<file path="config.mk">
export PLATFORM = sky130hd
export DESIGN_NAME = forward_hazard_unit
export DESIGN_NICKNAME = d
export VERILOG_FILES = /design/src/rtl/rv_fwd_pkg.sv /design/src/rtl/fwd_select_gen.sv /design/src/rtl/forward_hazard_unit.sv
export SDC_FILE = /design/constraint.sdc
export NUM_CORES = 1
export LEC_CHECK = 0
export ABC_AREA = 1
export CAP_MARGIN = 20
export CORE_ASPECT_RATIO = 1.4
export CORE_MARGIN = 4
export CORE_UTILIZATION = 52
export CTS_CLUSTER_SIZE = 28
export DETAILED_ROUTE_END_ITERATION = 12
export GPL_ROUTABILITY_DRIVEN = 0
export PLACE_DENSITY = 0.89
export SLEW_MARGIN = 20
export SYNTH_ARGS = -nofsm -noshare
export SYNTH_HDL_FRONTEND = slang
export SYNTH_SLANG_ARGS = --single-unit
</file>
<file path="constraint.sdc">
create_clock -name CLK -period 2.27 [get_ports CLK]
set_input_delay 0.227 -clock CLK [delete_from_list [all_inputs] [get_ports CLK]]
set_output_delay 0.227 -clock CLK [all_outputs]
set_load 0.005 [all_outputs]
</file>
<file path="src/rtl/rv_fwd_pkg.sv">
// Shared definitions for the operand-forwarding and load-use hazard logic:
// the mux select codes, the shadow-pipeline entry and its match helper.
package rv_fwd_pkg;

  localparam int unsigned REG_ADDR_W = 5;

  localparam logic [1:0] FWD_REGFILE = 2'b00;
  localparam logic [1:0] FWD_EXMEM   = 2'b01;
  localparam logic [1:0] FWD_MEMWB   = 2'b10;
  localparam logic [1:0] FWD_RET     = 2'b11;

  typedef struct packed {
    logic                  valid;
    logic [REG_ADDR_W-1:0] rd;
    logic                  reg_write;
    logic                  mem_read;
  } shadow_t;

  // x0 is hardwired to zero, so it never has a producer.
  function automatic logic produces(shadow_t e, logic [REG_ADDR_W-1:0] r);
    return e.valid & e.reg_write & (e.rd == r) & (r != '0);
  endfunction

endpackage

</file>
<file path="src/rtl/fwd_select_gen.sv">
// Resolves one source register against the shadow pipeline: the nearest
// producer wins. Also flags a load in EX that this operand depends on.
module fwd_select_gen
  import rv_fwd_pkg::*;
(
  input  logic                  use_i,
  input  logic [REG_ADDR_W-1:0] rs_i,
  input  shadow_t               sh_ex_i,
  input  shadow_t               sh_mem_i,
  input  shadow_t               sh_wb_i,
  output logic [1:0]            sel_o,
  output logic                  load_hit_o
);

  logic hit_ex, hit_mem, hit_wb;

  assign hit_ex  = use_i & produces(sh_ex_i, rs_i);
  assign hit_mem = use_i & produces(sh_mem_i, rs_i);
  assign hit_wb  = use_i & produces(sh_wb_i, rs_i);

  assign load_hit_o = hit_ex & sh_ex_i.mem_read;

  always_comb begin
    sel_o = FWD_REGFILE;
    if (hit_ex) begin
      sel_o = FWD_EXMEM;
    end else if (hit_mem) begin
      sel_o = FWD_MEMWB;
    end else if (hit_wb) begin
      sel_o = FWD_RET;
    end
  end

  // Older loads have already produced their data; only the EX entry can stall.
  logic unused_mem_read;
  assign unused_mem_read = sh_mem_i.mem_read ^ sh_wb_i.mem_read;

endmodule

</file>
<file path="src/rtl/forward_hazard_unit.sv">
// Tracks destination metadata for EX/MEM/WB, registers ALU operand-mux selects
// into EX and raises a load-use stall with a saturating stall counter.
module forward_hazard_unit #(
  // Must equal the package width, which fixes the shadow entry layout.
  parameter int unsigned REG_ADDR_W  = rv_fwd_pkg::REG_ADDR_W,
  parameter int unsigned STALL_CNT_W = 16
) (
  input  logic                   CLK,
  input  logic                   RESET,
  input  logic                   id_valid,
  input  logic [REG_ADDR_W-1:0]  id_rs1,
  input  logic [REG_ADDR_W-1:0]  id_rs2,
  input  logic                   id_use_rs1,
  input  logic                   id_use_rs2,
  input  logic [REG_ADDR_W-1:0]  id_rd,
  input  logic                   id_reg_write,
  input  logic                   id_mem_read,
  input  logic                   hold,
  input  logic                   flush,
  output logic [1:0]             fwd_sel_a,
  output logic [1:0]             fwd_sel_b,
  output logic                   stall,
  output logic [STALL_CNT_W-1:0] stall_count
);

  import rv_fwd_pkg::shadow_t;
  import rv_fwd_pkg::FWD_REGFILE;

  shadow_t sh_ex_q, sh_ex_d, sh_mem_q, sh_wb_q;

  logic [1:0]             sel_a, sel_b;
  logic                   load_hit_a, load_hit_b;
  logic [1:0]             fwd_sel_a_q, fwd_sel_a_d, fwd_sel_b_q, fwd_sel_b_d;
  logic [STALL_CNT_W-1:0] stall_count_q, stall_count_d;

  fwd_select_gen u_sel_a (
    .use_i      (id_use_rs1),
    .rs_i       (id_rs1),
    .sh_ex_i    (sh_ex_q),
    .sh_mem_i   (sh_mem_q),
    .sh_wb_i    (sh_wb_q),
    .sel_o      (sel_a),
    .load_hit_o (load_hit_a)
  );

  fwd_select_gen u_sel_b (
    .use_i      (id_use_rs2),
    .rs_i       (id_rs2),
    .sh_ex_i    (sh_ex_q),
    .sh_mem_i   (sh_mem_q),
    .sh_wb_i    (sh_wb_q),
    .sel_o      (sel_b),
    .load_hit_o (load_hit_b)
  );

  assign stall = id_valid & ~flush & (load_hit_a | load_hit_b);

  always_comb begin
    sh_ex_d       = '0;
    fwd_sel_a_d   = FWD_REGFILE;
    fwd_sel_b_d   = FWD_REGFILE;
    stall_count_d = stall_count_q;
    if (id_valid && !stall && !flush) begin
      sh_ex_d = '{valid: 1'b1, rd: id_rd, reg_write: id_reg_write, mem_read: id_mem_read};
      fwd_sel_a_d = sel_a;
      fwd_sel_b_d = sel_b;
    end
    if (stall && (stall_count_q != '1)) begin
      stall_count_d = stall_count_q + 1'b1;
    end
  end

  // hold freezes every register; flush cannot coincide with it.
  always_ff @(posedge CLK) begin
    if (RESET) begin
      sh_ex_q       <= '0;
      sh_mem_q      <= '0;
      sh_wb_q       <= '0;
      fwd_sel_a_q   <= FWD_REGFILE;
      fwd_sel_b_q   <= FWD_REGFILE;
      stall_count_q <= '0;
    end else if (!hold) begin
      sh_wb_q       <= sh_mem_q;
      sh_mem_q      <= sh_ex_q;
      sh_ex_q       <= sh_ex_d;
      fwd_sel_a_q   <= fwd_sel_a_d;
      fwd_sel_b_q   <= fwd_sel_b_d;
      stall_count_q <= stall_count_d;
    end
  end

  assign fwd_sel_a   = fwd_sel_a_q;
  assign fwd_sel_b   = fwd_sel_b_q;
  assign stall_count = stall_count_q;

endmodule

</file>
# After elaboration in Yosys (flattened, before gate mapping)
# Cells that the tools add are included.
word_totals:
  elab_cells: 66
  reg_bits: 42
classes:
  n_bitwise: 28
  addsub: 1
  eq_ne: 7
  n_reduce_logical: 8
  muxes: 9
ops:
  columns: ["operator", "n"]
  rows:
  - ["$eq 5x5->1", 6]
  - ["$and 1x1->1", 25]
  - ["$add 16x1->16 const B", 1]
  - ["$mux 2", 8]
  - ["$ne 16x16->1 const B", 1]
  - ["$reduce_bool 5->1", 2]
  - ["$mux 8", 1]
  - ["$logic_and 1x1->1", 3]
  - ["$logic_not 1->1", 2]
  - ["$not 1->1", 2]
  - ["$reduce_and 2->1", 1]
  - ["$or 1x1->1", 1]

# Longest topological paths before layout
logic_depth:
  word_depth: 11
  mapped_depth: 13
  mapped_depth_nobuf: 13

# By module
# A second synthesis with hierarchy kept.
unflattened:
  cells_unflattened: 424
  hier_area_um2: 2647.5
by_module_without_submodules:
  columns: ["module", "instances", "cells_per_inst", "area_per_inst_um2"]
  rows:
  - ["forward_hazard_unit", 1, 290, 2019.4]
  - ["fwd_select_gen", 2, 67, 314.1]

# Worst setup path after synthesis
# No wires, ideal clock.
synth_path:
  kind: "flip-flop to flip-flop"
  startpoint: "register stall_count_q[0], in the netlist stall_count[0]"
  endpoint: "register stall_count_q[14], in the netlist stall_count[14]"
  path_stages_with_launch: 12
  t_arrival_ns: 1.425
  setup_ns: 0.113
  setup_slack_ns: 0.732
  period_less_slack_ns: 1.538
  path_cell_list: "dfxtp_1 > ha_1 > nand2_1 > nor2_2 > nand4_1 > nand2_1 > inv_1 > buf_6 > nand4_2 > nand2_1 > nand2_1 > nor2_1"
synth_via:
  elab_chain_len: 3
  elab_cells_between_ends: 4
  classes_between: "1 x add/sub; 1 x eq/ne; 2 x reduce/logical"
synth_lines:
  columns: ["item", "line_no", "rtl"]
  rows:
  - ["start, declared", "forward_hazard_unit.sv:34", "logic [STALL_CNT_W-1:0] stall_count_q, stall_count_d;"]
  - ["start signal, assigned", "forward_hazard_unit.sv:88", "stall_count_q <= stall_count_d;"]
  - ["branches (longest 3 deep; another with $add 16x1->16)", null, null]
# Several ways; the timed one is not identified.
# A chain may end at the register's enable or synchronous reset.

# Worst setup path after layout
layout_path:
  startpoint: "input id_rs1[3]"
  endpoint: "output stall"
layout_via:
  elab_chain_len: 7
  elab_cells_between_ends: 8
  classes_between: "1 x eq/ne; 6 x bitwise; 1 x reduce/logical"
layout_lines:
  columns: ["item", "line_no", "rtl"]
  rows:
  - ["start, declared", "forward_hazard_unit.sv:11", "input logic [REG_ADDR_W-1:0] id_rs1,"]
  - ["$eq 5x5->1", "rv_fwd_pkg.sv:21", "return e.valid & e.reg_write & (e.rd == r) & (r != '0);"]
  - ["$and 1x1->1", "rv_fwd_pkg.sv:21", null]
  - ["$and 1x1->1 (*)", "rv_fwd_pkg.sv:21", null]
  - ["$and 1x1->1 (*)", "fwd_select_gen.sv:17", "assign hit_ex = use_i & produces(sh_ex_i, rs_i);"]
  - ["$and 1x1->1 (*)", "fwd_select_gen.sv:21", "assign load_hit_o = hit_ex & sh_ex_i.mem_read;"]
  - ["$or 1x1->1 (*)", "forward_hazard_unit.sv:56", "assign stall = id_valid & ~flush & (load_hit_a | load_hit_b);"]
  - ["$and 1x1->1 (*)", "forward_hazard_unit.sv:56", null]
  - ["end, declared", "forward_hazard_unit.sv:22", "output logic stall,"]
# Mark *: on every way between the ends. The rest lies on a longest branch, timed or not.

==> results.sh <==
export IMPL_cp_end_kind="output pin"
export IMPL_min_path_type="register to register"
export IMPL_syn_nets=421
export IMPL_route_detailed_drc=0
export IMPL_num_nets_final=469
export IMPL_ys_flop_type="dfxtp_1"
export IMPL_rows=29
export IMPL_track_usage=0.214
export IMPL_clk_pin_slew_worst_paths_ns=0.08
export IMPL_switchingPower_w=0.000382
export IMPL_r2r_start="stall_count[0]"
export IMPL_timing_rr_end="stall_count[4]"
export IMPL_clock_tree_root_cell="clkbuf_8"
export IMPL_drive_above_1_share=0.0923
export IMPL_fmax_ghz=0.461
export IMPL_slew_violations=0
export IMPL_slowest_stage="clkdlybuf4s50_1"
export IMPL_p_leak_nw=1.43
export IMPL_fin_area_um2=3180
export IMPL_place_hpwl_um=4740
export IMPL_wl_um=6180
export IMPL_dpl_cell_count=499
export IMPL_finalHoldWorstSlack_ns=0.474
export IMPL_worstRegToRegCells=11
export IMPL_die_area_um2=6100
export IMPL_crit_arrival_ns=1.94
export IMPL_boundaryPins=45
export IMPL_ys_ff_latch=42
export IMPL_hold_buffers=0
export IMPL_ys_seq_area_frac=0.330
export IMPL_fin_cells=506
export IMPL_dpl_cell_area_um2=3050
export IMPL_grt_max_degree=32
export IMPL_power_total_w=0.00158
export IMPL_period_minus_slack_ns=2.17
export IMPL_multiInputGateArea_um2=1400
export IMPL_cp_slowest_stage_delay_ns=0.53
export IMPL_status="finished clean"
export IMPL_p_comb_frac=0.121
export IMPL_synth_cells=396
export IMPL_cp_top_family="buffers and inverters"
export IMPL_max_slew_margin_rel=0.609
export IMPL_grt_pass1_wl_um=10400
export IMPL_synth_area_um2=2550
export IMPL_finalHoldViolCount=0
export IMPL_via_per_inst=5.21
export IMPL_setup_tns_ns=0
export IMPL_chipHeight_um=90.8
export IMPL_clk_path_buf_depth=2
export IMPL_max_slew_worst_pin_slew_ns=0.585
export IMPL_dr_pass1_iters=4
export IMPL_grt_ovfl_total=0
export IMPL_synth_area_leaders="dfxtp_1 (33%), nand2_1 (14%), nor2_1 (9.7%), inv_1 (8.1%), a21oi_1 (5.3%)"
export IMPL_grt_antenna_before_repair=0
export IMPL_skew_ns=0.00985
export IMPL_drtIter0Drc=138
export IMPL_hp_start="fwd_sel_a[0]"
export IMPL_core_area_um2=4640
export IMPL_cts_buffers=5
export IMPL_crit_type="primary input to output pin"
export IMPL_cellPowerDensity_nw_per_um2=495
export IMPL_synthTopCellsByCount="nand2_1 (98), nor2_1 (66), inv_1 (55)"
export IMPL_layout_area_overhead_vs_synth_pct=24.9
export IMPL_p_int_w=0.00119
export IMPL_vias=2636
export IMPL_synthArstFlopShare=0
export IMPL_ys_warnings_count=0
export IMPL_fill_cells=419
export IMPL_min_to="fwd_sel_a[0]"
export IMPL_regArea_um2=843
export IMPL_synth_most_common_cell="nand2_1"
export IMPL_ir_worst_vdd_v=0.000392
export IMPL_path_buf_inv=3
export IMPL_worst_setup_path_start_kind="primary input"
export IMPL_wl_per_cell_um=12.2
export IMPL_h_tree_depth=2
export IMPL_synth_edff_count=0
export IMPL_port_buffers=44
export IMPL_setup_violations=0
export IMPL_crit_chain="clkdlybuf4s50_1 -> inv_2 -> a21oi_1 -> nand2_1 -> nor2_2 -> nand2_2 -> nand2_4 -> nand2_4 -> nor2_1 -> clkdlybuf4s50_1"
export IMPL_grt_pass1_vias=2500
export IMPL_seqPwrFrac=0.491
export IMPL_worstPathRequired_ns=2.04
export IMPL_initial_utilization=0.548
export IMPL_cts_sink_count=42
export IMPL_antenna_cells=0
export IMPL_clockPowerShare=0.388
export IMPL_maxCapViolCount=0
export IMPL_cp_max_fo=5
export IMPL_antenna_left=0
export IMPL_synthDistinctLibCells=28
export IMPL_r2r_setup_slack_ns=0.37
export IMPL_p_sw_frac=0.243
export IMPL_yosysTopAreaCell="dfxtp_1"
export IMPL_dieWidth_um=67.2
export IMPL_clk_latency_ns=0.30
export IMPL_rsz0062_at_grt="false"
export IMPL_fin_crit_sh=0.955
export IMPL_syn_area_per_cell_um2=6.43
export IMPL_min_path_cells=2
export IMPL_yosysTopAreaCellShare=0.330
export IMPL_tritoncts="done"
layout by cell type, fill, tap and decap left out:
cell             count
nand3_2              1
nor3b_2              1
o21ai_0             19
dfxtp_2              2
ha_1                 1
xor2_1               5
nand4_2              7
dlymetal6s2s_1       6
nor2_1              66
nand2_4              2
o21bai_1             9
bufinv_16            1
inv_1               55
nor2_2               6
clkdlybuf4s50_1     38
a21oi_1             27
nand2_2              2
nand2_1             98
inv_2                3
nand4_4              1
buf_4                9
nand3_1             19
nor3_1               3
clkinv_1             2
clkbuf_8             6
dfxtp_1             40
nand4_1              6
xnor2_1              9
cell families (layout without fill, tap and decap cells):
logic type,Yosys count,after routing,synth area share
and+or+nand+nor,212,212,0.380
buffers and inverters,72,120,0.120
AOI/OAI and AO/OA,55,55,0.117
adders and majority gates,1,1,0.00491
xor gates and xnor gates,14,14,0.0481
DFF,42,42,0.330
layer usage:
layer / vias to the layer above / GRT usage / part of all wire
met1: 1219 / 0.214 / 0.38
met2: 66 / 0.404 / 0.55
met3: 23 / 0.0436 / 0.042
met5: - / 0 / 0
li1: 1328 / - / -
met4: 0 / 0.0931 / 0.028
tightest hold or removal path: cells and delay by family (launching register included):
| kind | cells | cell delay, ns |
|---|---|---|
| AND/OR/NAND/NOR | 1 | 0.06 |
| AO/OA/AOI/OAI | 1 | 0.05 |
| flip-flops | 1 | 0.32 |
layout make-up:
cell class / instances / share of cell area
Sequential cell: 42 / 0.265
Clock inverter: 1 / 0.00944
Inverter: 60 / 0.0708
Clock buffer: 6 / 0.0260
Timing Repair Buffer: 53 / 0.164
Tap cell: 62 / 0.0244
Multi-Input combinational cell: 282 / 0.440
power groups by stage:
stage	combinational, W	sequential (W)	clock, W
after CTS	0.000191	0.000772	0.000623
after global placement	0.000185	0.000789	0
after global routing	0.000212	0.000776	0.000654
final	0.000191	0.000773	0.000611
after detailed placement	0.000190	0.000789	0
after floorplan	0.000111	0.000785	0
state kept, by name, summed over array words and instances, names as in the netlist:
signal / flops
sh_mem_q: 7
sh_wb_q: 7
sh_ex_q: 8
fwd_sel_a: 2
fwd_sel_b: 2
stall_count: 16
through the flow:
stage	util	worst slack (ns)
5_1_grt	0.685	0.00672
3_5_place_dp	0.657	0.0858
3_3_place_gp	0.657	0.110
6_report	0.685	0.103
2_1_floorplan	-	0.732
4_1_cts	0.681	0.0826
repair_timing:
action / in CTS / in global routing
endpoints found under the setup margin: 0 / 1
endpoints found under the hold margin: 0 / 0
buffers inserted: 0 / 0
gates resized for setup: 0 / 8
worst max path at each step:
stage	start	endpoint	slack [ns]	cells past startpoint
after global placement	id_rs1[0]	stall	0.11	9
final	id_rs1[3]	stall	0.10	10
after CTS	id_use_rs2	stall	0.08	10
after floorplan	stall_count[0]	stall_count[14]	0.73	11
after global routing	id_rs1[3]	stall	0.007	10
after detailed placement	id_rs1[0]	stall	0.09	9
Power figures use the tool's default switching activity.
